## config.mk

```make
export PLATFORM = sky130hd
export DESIGN_NAME = crc32_byte_feeder_flat
export DESIGN_NICKNAME = d
export VERILOG_FILES = /design/src/rtl/crc32_byte_feeder_pkg.sv /design/src/rtl/crc32_byte_feeder_if.sv /design/src/rtl/crc32_byte_feeder_fifo.sv /design/src/rtl/crc32_byte_feeder.sv /design/src/flat_wrapper.sv
export SDC_FILE = /design/constraint.sdc
export NUM_CORES = 1
export LEC_CHECK = 0
export CELL_PAD_IN_SITES_DETAIL_PLACEMENT = 2
export CELL_PAD_IN_SITES_GLOBAL_PLACEMENT = 2
export CORE_UTILIZATION = 42
export DETAILED_ROUTE_END_ITERATION = 8
export PLACE_DENSITY = 0.8
export SYNTH_ARGS = -nofsm -noshare
export SYNTH_HDL_FRONTEND = slang
export SYNTH_SLANG_ARGS = --single-unit
```

## constraint.sdc

```tcl
create_clock -name clk -period 4.5 [get_ports clk]
set_input_delay 0.9 -clock clk [delete_from_list [all_inputs] [get_ports clk]]
set_output_delay 0.9 -clock clk [all_outputs]
set_load 0.005 [all_outputs]
```

## src/rtl/crc32_byte_feeder_pkg.sv

```systemverilog
// Shared types and constants for the CRC32 byte feeder: register map,
// STATUS bit layout, serializer states and the FIFO entry format.
package crc32_feeder_pkg;

    localparam logic [7:0] ADDR_DATA    = 8'h00;
    localparam logic [7:0] ADDR_LAST    = 8'h01;
    localparam logic [7:0] ADDR_TAIL    = 8'h02;
    localparam logic [7:0] ADDR_CTRL    = 8'h03;
    localparam logic [7:0] ADDR_STATUS  = 8'h04;
    localparam logic [7:0] ADDR_BYTECNT = 8'h05;

    localparam int ST_EMPTY     = 0;
    localparam int ST_FULL      = 1;
    localparam int ST_BUSY      = 2;
    localparam int ST_LEVEL_LSB = 4;

    typedef enum logic {IDLE, SHIFT} fsm_state_t;

    typedef struct packed {
        logic [31:0] word;
        logic [2:0]  cnt;   // valid bytes in word, 1..4
        logic        last;
    } fifo_entry_t;

    // TAIL encodes a 4-byte tail as 0
    function automatic logic [2:0] tail_cnt(input logic [1:0] tail);
        return (tail == 2'd0) ? 3'd4 : {1'b0, tail};
    endfunction

endpackage

```

## src/rtl/crc32_byte_feeder_if.sv

```systemverilog
// Avalon-MM register port of the CRC32 byte feeder.
interface crc32_byte_feeder_if;
    logic [7:0]  avs_address;
    logic        avs_read;
    logic        avs_write;
    logic [31:0] avs_writedata;
    logic [31:0] avs_readdata;
    logic        avs_waitrequest;

    modport master (
        output avs_address, avs_read, avs_write, avs_writedata,
        input  avs_readdata, avs_waitrequest
    );

    modport slave (
        input  avs_address, avs_read, avs_write, avs_writedata,
        output avs_readdata, avs_waitrequest
    );
endinterface

```

## src/rtl/crc32_byte_feeder_fifo.sv

```systemverilog
// Synchronous word FIFO with flush; pointers carry one extra wrap bit so
// full and empty are told apart without a separate counter.
module crc32_feeder_fifo
    import crc32_feeder_pkg::*;
#(
    parameter int DEPTH = 4
) (
    input  logic                     clk,
    input  logic                     reset_n,
    input  logic                     push,
    input  fifo_entry_t              wdata,
    input  logic                     pop,
    input  logic                     flush,
    output fifo_entry_t              rdata,
    output logic                     full,
    output logic                     empty,
    output logic [$clog2(DEPTH):0]   level
);
    localparam int AW = $clog2(DEPTH);
    localparam logic [AW:0] FULL_LVL = DEPTH[AW:0];

    logic [AW:0] wr_ptr, rd_ptr;
    fifo_entry_t mem [DEPTH];

    logic do_push, do_pop;
    assign do_push = push & ~full;
    assign do_pop  = pop & ~empty;

    always_ff @(posedge clk or negedge reset_n) begin
        if (!reset_n) begin
            wr_ptr <= '0;
            rd_ptr <= '0;
        end else if (flush) begin
            wr_ptr <= '0;
            rd_ptr <= '0;
        end else begin
            if (do_push) wr_ptr <= wr_ptr + 1'b1;
            if (do_pop)  rd_ptr <= rd_ptr + 1'b1;
        end
    end

    always_ff @(posedge clk) begin
        if (do_push) mem[wr_ptr[AW-1:0]] <= wdata;
    end

    assign level = wr_ptr - rd_ptr;
    assign empty = (wr_ptr == rd_ptr);
    assign full  = (level == FULL_LVL);
    assign rdata = mem[rd_ptr[AW-1:0]];

endmodule

```

## src/rtl/crc32_byte_feeder.sv

```systemverilog
// Avalon-MM word writes -> FIFO -> LSB-first byte stream for a CRC32 engine,
// with frame-end marking and a flush that pulses crc_clear.
module crc32_byte_feeder
    import crc32_feeder_pkg::*;
#(
    parameter int FIFO_DEPTH = 4
) (
    input  logic                 clk,
    input  logic                 reset_n,
    crc32_byte_feeder_if.slave   avs,
    output logic [7:0]           byte_data,
    output logic                 byte_valid,
    input  logic                 byte_ready,
    output logic                 byte_last,
    output logic                 crc_clear
);
    localparam int LW = $clog2(FIFO_DEPTH) + 1;

    fifo_entry_t push_entry, pop_entry, sh;
    logic        full, empty, push, pop, wr_fifo, flush_wr, hs, last_byte;
    logic [LW-1:0] level;
    logic [1:0]  tail, idx;
    logic [31:0] bytecnt, status_w;
    fsm_state_t  state, state_nxt;

    // Register decode
    assign wr_fifo  = avs.avs_write & ((avs.avs_address == ADDR_DATA) |
                                       (avs.avs_address == ADDR_LAST));
    assign push     = wr_fifo & ~full;
    assign flush_wr = avs.avs_write & (avs.avs_address == ADDR_CTRL) & avs.avs_writedata[0];
    assign avs.avs_waitrequest = wr_fifo & full;

    always_comb begin
        push_entry.word = avs.avs_writedata;
        push_entry.last = (avs.avs_address == ADDR_LAST);
        push_entry.cnt  = push_entry.last ? tail_cnt(tail) : 3'd4;
    end

    crc32_feeder_fifo #(.DEPTH(FIFO_DEPTH)) u_fifo (
        .clk     (clk),
        .reset_n (reset_n),
        .push    (push),
        .wdata   (push_entry),
        .pop     (pop),
        .flush   (flush_wr),
        .rdata   (pop_entry),
        .full    (full),
        .empty   (empty),
        .level   (level)
    );

    always_comb begin
        status_w = '0;
        status_w[ST_EMPTY] = empty;
        status_w[ST_FULL]  = full;
        status_w[ST_BUSY]  = (state == SHIFT);
        status_w[ST_LEVEL_LSB +: LW] = level;
    end

    always_ff @(posedge clk or negedge reset_n) begin
        if (!reset_n) begin
            tail      <= '0;
            crc_clear <= 1'b0;
            avs.avs_readdata <= '0;
        end else begin
            crc_clear <= flush_wr;
            if (avs.avs_write && avs.avs_address == ADDR_TAIL)
                tail <= avs.avs_writedata[1:0];
            if (avs.avs_read) begin
                case (avs.avs_address)
                    ADDR_TAIL:    avs.avs_readdata <= {30'd0, tail};
                    ADDR_STATUS:  avs.avs_readdata <= status_w;
                    ADDR_BYTECNT: avs.avs_readdata <= bytecnt;
                    ADDR_DATA, ADDR_LAST, ADDR_CTRL: avs.avs_readdata <= '0;
                    default:      avs.avs_readdata <= '1;
                endcase
            end
        end
    end

    // Serializer
    assign last_byte = ({1'b0, idx} == sh.cnt - 3'd1);
    assign hs        = byte_valid & byte_ready;
    // Reloading on the final handshake keeps the stream bubble-free
    assign pop       = ~flush_wr & ~empty & ((state == IDLE) | (hs & last_byte));

    always_ff @(posedge clk or negedge reset_n) begin
        if (!reset_n) state <= IDLE;
        else          state <= state_nxt;
    end

    always_comb begin
        state_nxt = state;
        case (state)
            IDLE:    if (!empty) state_nxt = SHIFT;
            SHIFT:   if (hs && last_byte && empty) state_nxt = IDLE;
            default: state_nxt = IDLE;
        endcase
        if (flush_wr) state_nxt = IDLE;
    end

    always_comb begin
        byte_valid = (state == SHIFT);
        byte_data  = byte_valid ? sh.word[{idx, 3'b000} +: 8] : 8'd0;
        byte_last  = byte_valid & sh.last & last_byte;
    end

    always_ff @(posedge clk or negedge reset_n) begin
        if (!reset_n) begin
            sh      <= '0;
            idx     <= '0;
            bytecnt <= '0;
        end else if (flush_wr) begin
            idx     <= '0;
            bytecnt <= '0;
        end else begin
            if (pop) begin
                sh  <= pop_entry;
                idx <= '0;
            end else if (hs) begin
                idx <= idx + 1'b1;
            end
            if (hs) bytecnt <= bytecnt + 1'b1;
        end
    end

endmodule

```

## src/flat_wrapper.sv

```systemverilog
// flat-port wrapper written by rule: the top's interface ports become plain ports
module crc32_byte_feeder_flat import crc32_feeder_pkg::*;
#(
    parameter int FIFO_DEPTH = 4
)
  (clk, reset_n, byte_data, byte_valid, byte_ready, byte_last, crc_clear, avs_avs_address, avs_avs_read, avs_avs_write, avs_avs_writedata, avs_avs_readdata, avs_avs_waitrequest);
  crc32_byte_feeder_if avs_i ();
  input  logic clk;
  input  logic reset_n;
  output logic [7:0] byte_data;
  output logic byte_valid;
  input  logic byte_ready;
  output logic byte_last;
  output logic crc_clear;
  input wire logic [$bits(avs_i.avs_address)-1:0] avs_avs_address;
  input wire logic [$bits(avs_i.avs_read)-1:0] avs_avs_read;
  input wire logic [$bits(avs_i.avs_write)-1:0] avs_avs_write;
  input wire logic [$bits(avs_i.avs_writedata)-1:0] avs_avs_writedata;
  output wire logic [$bits(avs_i.avs_readdata)-1:0] avs_avs_readdata;
  output wire logic [$bits(avs_i.avs_waitrequest)-1:0] avs_avs_waitrequest;
  assign avs_i.avs_address = avs_avs_address;
  assign avs_i.avs_read = avs_avs_read;
  assign avs_i.avs_write = avs_avs_write;
  assign avs_i.avs_writedata = avs_avs_writedata;
  assign avs_avs_readdata = avs_i.avs_readdata;
  assign avs_avs_waitrequest = avs_i.avs_waitrequest;
  crc32_byte_feeder #(.FIFO_DEPTH(FIFO_DEPTH)) u_core (.clk(clk), .reset_n(reset_n), .avs(avs_i), .byte_data(byte_data), .byte_valid(byte_valid), .byte_ready(byte_ready), .byte_last(byte_last), .crc_clear(crc_clear));
endmodule
```

==> results of run 1 <==
==> cell type report <==
| cell class | count | area (um^2) | area share (%) |
|---|---|---|---|
| Clock buffer | 33 | 772.0 | 6.036 |
| Clock inverter | 17 | 118.9 | 0.9294 |
| Inverter | 11 | 41.29 | 0.3228 |
| Multi-Input combinational cell | 398 | 3316 | 25.92 |
| Sequential cell | 256 | 7128 | 55.73 |
| Tap cell | 324 | 405.4 | 3.170 |
| Timing Repair Buffer | 102 | 1008 | 7.885 |
==> worst max path at each step <==
stage / start / end / slack [ns] / cells after the start
floorplan: avs_avs_address[7] / u_core.u_fifo.mem[3][0] / 1.29 / 4
global placement: avs_avs_address[7] / avs_avs_waitrequest / 0.85 / 5
detailed placement: avs_avs_address[7] / avs_avs_waitrequest / 0.85 / 5
finish: u_core.u_fifo.wr_ptr[0] / avs_avs_waitrequest / 0.63 / 7
CTS: u_core.u_fifo.wr_ptr[0] / avs_avs_waitrequest / 0.60 / 7
global route: u_core.u_fifo.wr_ptr[0] / avs_avs_waitrequest / 0.53 / 7
==> routing by layer <==
layer  up-vias  GRT usage [%]  wire [um]
met3        52          2.722        941
met1      3450          29.99      11990
met4         0          6.604        641
li1       2796              -          -
met2       137          40.44      15240
met5         -              0          0
==> report_power, final <==
group          switching (mW)  internal [mW]
combinational           0.751          0.920
clock                   0.936           1.28
sequential              0.255           2.69
total                    1.94           4.89
==> placed cells by master, fill, tap and decap left out, types with 13 or more instances in the layout <==
cell	synthesis	final
and2_1	17	16
nor2_1	73	73
mux2_2	38	38
clkdlybuf4s50_1	0	87
clkbuf_16	0	30
edfxtp_1	144	144
xnor2_1	29	29
dfrtp_1	112	111
mux4_2	44	44
a21oi_1	36	36
nand2_1	48	48
buf_4	1	13
nand3_1	13	13
==> metrics by stage <==
| step | cell area (um^2) | util, % |
|---|---|---|
| after floorplan | 10630 | - |
| after global placement | 11900 | 48.50 |
| after detailed placement | 11900 | 48.50 |
| after CTS | 12790 | 52.13 |
| after global routing | 12790 | 52.13 |
| final | 12790 | 52.13 |
==> flip-flops by register name, summed over array words and instances, names as in the netlist <==
register	cells
u_core.bytecnt	32
u_core.byte_valid	1
u_core.u_fifo.mem	144
u_core.crc_clear	1
u_core.u_fifo.rd_ptr	3
u_core.avs.avs_readdata	32
u_core.u_fifo.wr_ptr	3
u_core.tail	2
u_core.idx	2
u_core.sh	36
==> kinds of logic (layout without fill, tap and decap cells) <==
family | after synthesis | count (layout) | synth area share, %
adders and majority gates | 10 | 10 | 1.248
AOI/OAI and AO/OA | 57 | 57 | 3.167
buffers and inverters | 47 | 163 | 1.754
and+or+nand+nor | 209 | 209 | 9.960
DFF | 256 | 256 | 67.06
xor gates and xnor gates | 38 | 38 | 3.273
muxes | 84 | 84 | 13.54
==> results.ini, run 1 <==
[outcome]
status = completed

[logic_synthesis]
yosysTopAreaCell = edfxtp_1
async_flop_share_pct = 43.75
synth.most_common_cell = edfxtp_1
ys_seq_area_share_pct = 67.06
ys_ff_latch = 256
yosys.cell_types.count = 49
netlist_instances = 701
synth_commonest_cells = edfxtp_1, dfrtp_1, nor2_1, nand2_1, mux4_2
ys.flop_type = edfxtp_1
synth_area_leaders = edfxtp_1, dfrtp_1, mux4_2
synth_top_area_share_pct = 40.69
synth_edf_count = 144
syn-cell-area_um2 = 10630
syn_avg_cell_area_um2 = 15.16
yosysWarnings = 0
syn-num-nets = 756

[setup_path]
cp.arrival_ns = 2.97
ff2ff_path_depth = 8
crit_fanout = 4
cp_top_family = buffers and inverters
r2r_start = u_core.u_fifo.wr_ptr[0]
ff2ff_setup_slack_ns = 1.26
crit_path_max_incr_delay_ns = 0.55
required_ns = 3.60
r2r-end = u_core.u_fifo.mem[1][29]
worst_path_max_delay_cell = clkdlybuf4s50_1
critPathCaptureType = primary output
startpoint_type = flop
worst-path-buf-inv = 2
cp_cell_sequence = inv_1 -> ha_1 -> fa_1 -> xor3_1 -> nand3_1 -> nor4_1 -> clkdlybuf4s50_1
timing_worst_setup_path_type = flop to primary output

[finish]
layout.cells.non_filler = 1141
fillers = 2247
num_antenna_cells = 0
nets = 851
area_delta_synth_final_pct = 20.34
drive_gt1_share_pct = 18.48

[placement]
dp_hpwl_um = 17880
post-place-cells = 1091
portBuffers = 88
gp_congestion = 0.8026
dpl_worst_slack_ns = 0.8457

[clocking]
ctsHoldBuffers = 0
clock-sinks = 256
htreeDepth = 1
cts-resized-gates = 0
post_cts_buffers = 0
clock-root-buffer = clkbuf_16
clk_latency_ns = 0.54
cts_buffer_depth = 3
clk_pin_slew_worst_paths_ns = 0.07
cts_tree = done
cts_buffers = 27

[global_routing]
grt_overflow = 0
grt_pass1_vias = 7334
grt_pass1_wl_um = 44800
antenna_found_initial = 0
grt_util_all_layers_pct = 22.98
grt_max_degree = 72

[sta]
finalSetupViolations = 0
whs_ns = 0.5125
max_slew_margin_pct = 16.10
worst_slew_pin_slew_ns = 1.259
fmax_ghz = 0.2587
rsz0062_at_grt = no
setup_ws_ns = 0.6342
clock_skew_ns = 0.01629
post-route-period-util_pct = 85.91
slew_violations = 0
setup_tns_ns = 0
finalHoldViolCount = 0
min_period_ns = 3.866

[die]
ios = 89
dieHeight_um = 161.1
die_area_um2 = 25940
rows = 57
start_util_pct = 43.32
die_w_um = 161.1
fp.coreArea_um2 = 24530

[min_path]
hp-class = flop to flop
holdPathEnd = u_core.sh[17]
hp-start = u_core.sh[17]
hold_depth = 1

[routing]
firstDrtPassIters = 5
vias = 6435
wl_per_cell_um = 25.25
wl_um = 28820
vias_per_cell = 5.640
first_iter_violations = 331
drc = 0
ant_nets = 0

[power_and_ir_drop]
p_per_area_nw_per_um2 = 534.1
ir_worst_vdd_mv = 0.4273
totalPowerFinal_mw = 6.832
power.leakage_nw = 4.595

[run]
drv_cap = 0

(Power assumes the default switching activity.)
==> inputs of run 2 (changes only) <==
--- a/config.mk
+++ b/config.mk
@@ -7,6 +7,7 @@
 export LEC_CHECK = 0
 export CELL_PAD_IN_SITES_DETAIL_PLACEMENT = 2
 export CELL_PAD_IN_SITES_GLOBAL_PLACEMENT = 2
+export CORE_ASPECT_RATIO = 1.5
 export CORE_UTILIZATION = 42
 export DETAILED_ROUTE_END_ITERATION = 8
 export PLACE_DENSITY = 0.8
==> results.ini, run 2 (same netlist as run 1, synthesis figures left out) <==
[global_routing]
grt_pass1_vias = 7414  ; was 7334
grt_max_degree = 59  ; was 72
grt_pass1_wl_um = 43880  ; was 44800 um
antenna_found_initial = 0  ; unchanged
use_met2_pct = 44.15  ; was 40.44%
grt_overflow = 0  ; unchanged
use_met1_pct = 24.48  ; was 29.99%
met3_usage_pct = 2.546  ; was 2.722%
top_usage_layer = met2  ; unchanged
grt_util_all_layers_pct = 22.37  ; was 22.98%

[sta]
finalSetupViolations = 0  ; unchanged
min_period_ns = 3.877  ; was 3.866 ns
finalHoldViolCount = 0  ; unchanged
setup_tns_ns = 0  ; unchanged
rsz0062_at_grt = no  ; unchanged
post-route-period-util_pct = 86.15  ; was 85.91%
max_slew_margin_pct = 23.57  ; was 16.10%
fmax_ghz = 0.2580  ; was 0.2587 GHz
worst_slew_pin_slew_ns = 1.146  ; was 1.259 ns
slew_violations = 0  ; unchanged
setup_ws_ns = 0.6234  ; was 0.6342 ns
clock_skew_ns = 0.01815  ; was 0.01629 ns

[power_and_ir_drop]
totalPowerFinal_mw = 6.749  ; was 6.832 mW
pwr-share-seq_pct = 43.7  ; was 43.1%
pwr-share-clk_pct = 31.7  ; was 32.4%
switching_share_pct = 28.09  ; was 28.43%
comb_power_share_pct = 24.6  ; was 24.5%
p_per_area_nw_per_um2 = 531.2  ; was 534.1 nW/um^2
ir_worst_vdd_mv = 0.4387  ; was 0.4273 mV
power.leakage_nw = 4.547  ; was 4.595 nW
netSwitchingPower_mw = 1.896  ; was 1.942 mW
p_int_mw = 4.853  ; was 4.889 mW

[routing]
ant_nets = 0  ; unchanged
drc = 0  ; unchanged
vias = 6295  ; was 6435
firstDrtPassIters = 4  ; was 5
wl_um = 28000  ; was 28820 um
wl_per_cell_um = 24.63  ; was 25.25 um
vias_per_cell = 5.536  ; was 5.640
first_iter_violations = 294  ; was 331

[setup_path]
cp.arrival_ns = 2.98  ; was 2.97 ns
crit_fanout = 4  ; unchanged
worst_path_max_delay_cell = clkdlybuf4s50_1  ; unchanged
timing_worst_setup_path_type = flop to primary output  ; unchanged
critPathCaptureType = primary output  ; unchanged
cp_cell_sequence = inv_1 -> ha_1 -> fa_1 -> xor3_1 -> nand3_1 -> nor4_1 -> clkdlybuf4s50_1  ; unchanged
cp_top_family = buffers and inverters  ; unchanged
crit_path_max_incr_delay_ns = 0.56  ; was 0.55 ns
worst-path-buf-inv = 2  ; unchanged
startpoint_type = flop  ; unchanged
required_ns = 3.60  ; about the same

[finish]
stdcell_area_um2 = 12700  ; was 12790 um^2
layout_commonest_cell = edfxtp_1  ; unchanged
num_antenna_cells = 0  ; unchanged
final_cell_mix = edfxtp_1, dfrtp_1, clkdlybuf4s50_1  ; unchanged
drive_gt1_share_pct = 17.59  ; was 18.48%
fin_util_pct = 51.62  ; was 52.13%
largest_reg_flops = 144  ; unchanged
nets = 850  ; was 851
fillers = 2231  ; was 2247
area_delta_synth_final_pct = 19.54  ; was 20.34%

[clocking]
cts_tree = done  ; unchanged
ctsHoldBuffers = 0  ; unchanged
clock-root-buffer = clkbuf_16  ; unchanged
htreeDepth = 1  ; unchanged
cts-resized-gates = 0  ; unchanged
clk_pin_slew_worst_paths_ns = 0.07  ; about the same
cts_buffer_depth = 3  ; unchanged
cts_buffers = 25  ; was 27
post_cts_buffers = 0  ; unchanged
clk_latency_ns = 0.53  ; was 0.54 ns
clock-sinks = 256  ; unchanged

[placement]
placed_area_um2 = 11880  ; was 11900 um^2
gp_congestion = 0.8184  ; was 0.8026
dpl_worst_slack_ns = 0.6466  ; was 0.8457 ns
portBuffers = 88  ; unchanged
dp_hpwl_um = 18320  ; was 17880 um

[outcome]
status = completed  ; unchanged

[die]
fp.coreArea_um2 = 24610  ; was 24530 um^2
ios = 89  ; unchanged
start_util_pct = 43.18  ; was 43.32%
die_w_um = 131.9  ; was 161.1 um
die_area_um2 = 25960  ; was 25940 um^2
rows = 70  ; was 57
dieHeight_um = 196.8  ; was 161.1 um

[run]
drv_cap = 0  ; unchanged

[min_path]
hp-class = input pin to asynchronous set/reset pin  ; was flop to flop

[run 2: power by group through the flow]
stage / clock network [mW] / registers [mW] / logic (mW)
floorplan: 0 / 2.83 / 1.16
global placement: 0 / 2.97 / 1.56
detailed placement: 0 / 2.99 / 1.66
CTS: 2.20 / 2.95 / 1.70
global route: 2.27 / 2.97 / 1.79
finish: 2.14 / 2.95 / 1.66
[run 2: per-layer routing]
layer / part of all wire [%] / vias up
met5: 0 / -
met4: 3.1 / 0
met3: 2.8 / 46
met2: 57 / 146
met1: 37 / 3323
li1: - / 2780
[run 2: through the flow]
| stage | cells | hold WS, ns |
|---|---|---|
| floorplan | 701 | 0.4752 |
| global placement | 1092 | 0.4870 |
| detailed placement | 1092 | 0.5023 |
| CTS | 1137 | 0.4678 |
| global route | 1137 | 0.4807 |
| finish | 1137 | 0.4328 |
[run 2: worst paths after layout]
kind | from | to | slack [ns] | cells past startpoint
max | u_core.u_fifo.wr_ptr[0] | avs_avs_waitrequest | 0.62 | 7
min | reset_n | u_core.avs.avs_readdata[0] | 0.43 | 1
max reg2reg | u_core.u_fifo.wr_ptr[0] | u_core.u_fifo.mem[3][20] | 0.94 | 8
min reg2reg | u_core.sh[25] | u_core.sh[25] | 0.51 | 1
max in group asynchronous | reset_n | u_core.bytecnt[21] | 3.09 | 2
min in group clk | u_core.sh[25] | u_core.sh[25] | 0.51 | 1
[run 2: cell type report]
cell class / count / area [um^2] / area share, %
Clock inverter: 14 / 175.2 / 1.379
Inverter: 11 / 41.29 / 0.3250
Sequential cell: 256 / 7128 / 56.11
Timing Repair Buffer: 103 / 991.0 / 7.800
Tap cell: 324 / 405.4 / 3.191
Clock buffer: 31 / 648.1 / 5.101
Multi-Input combinational cell: 398 / 3316 / 26.10
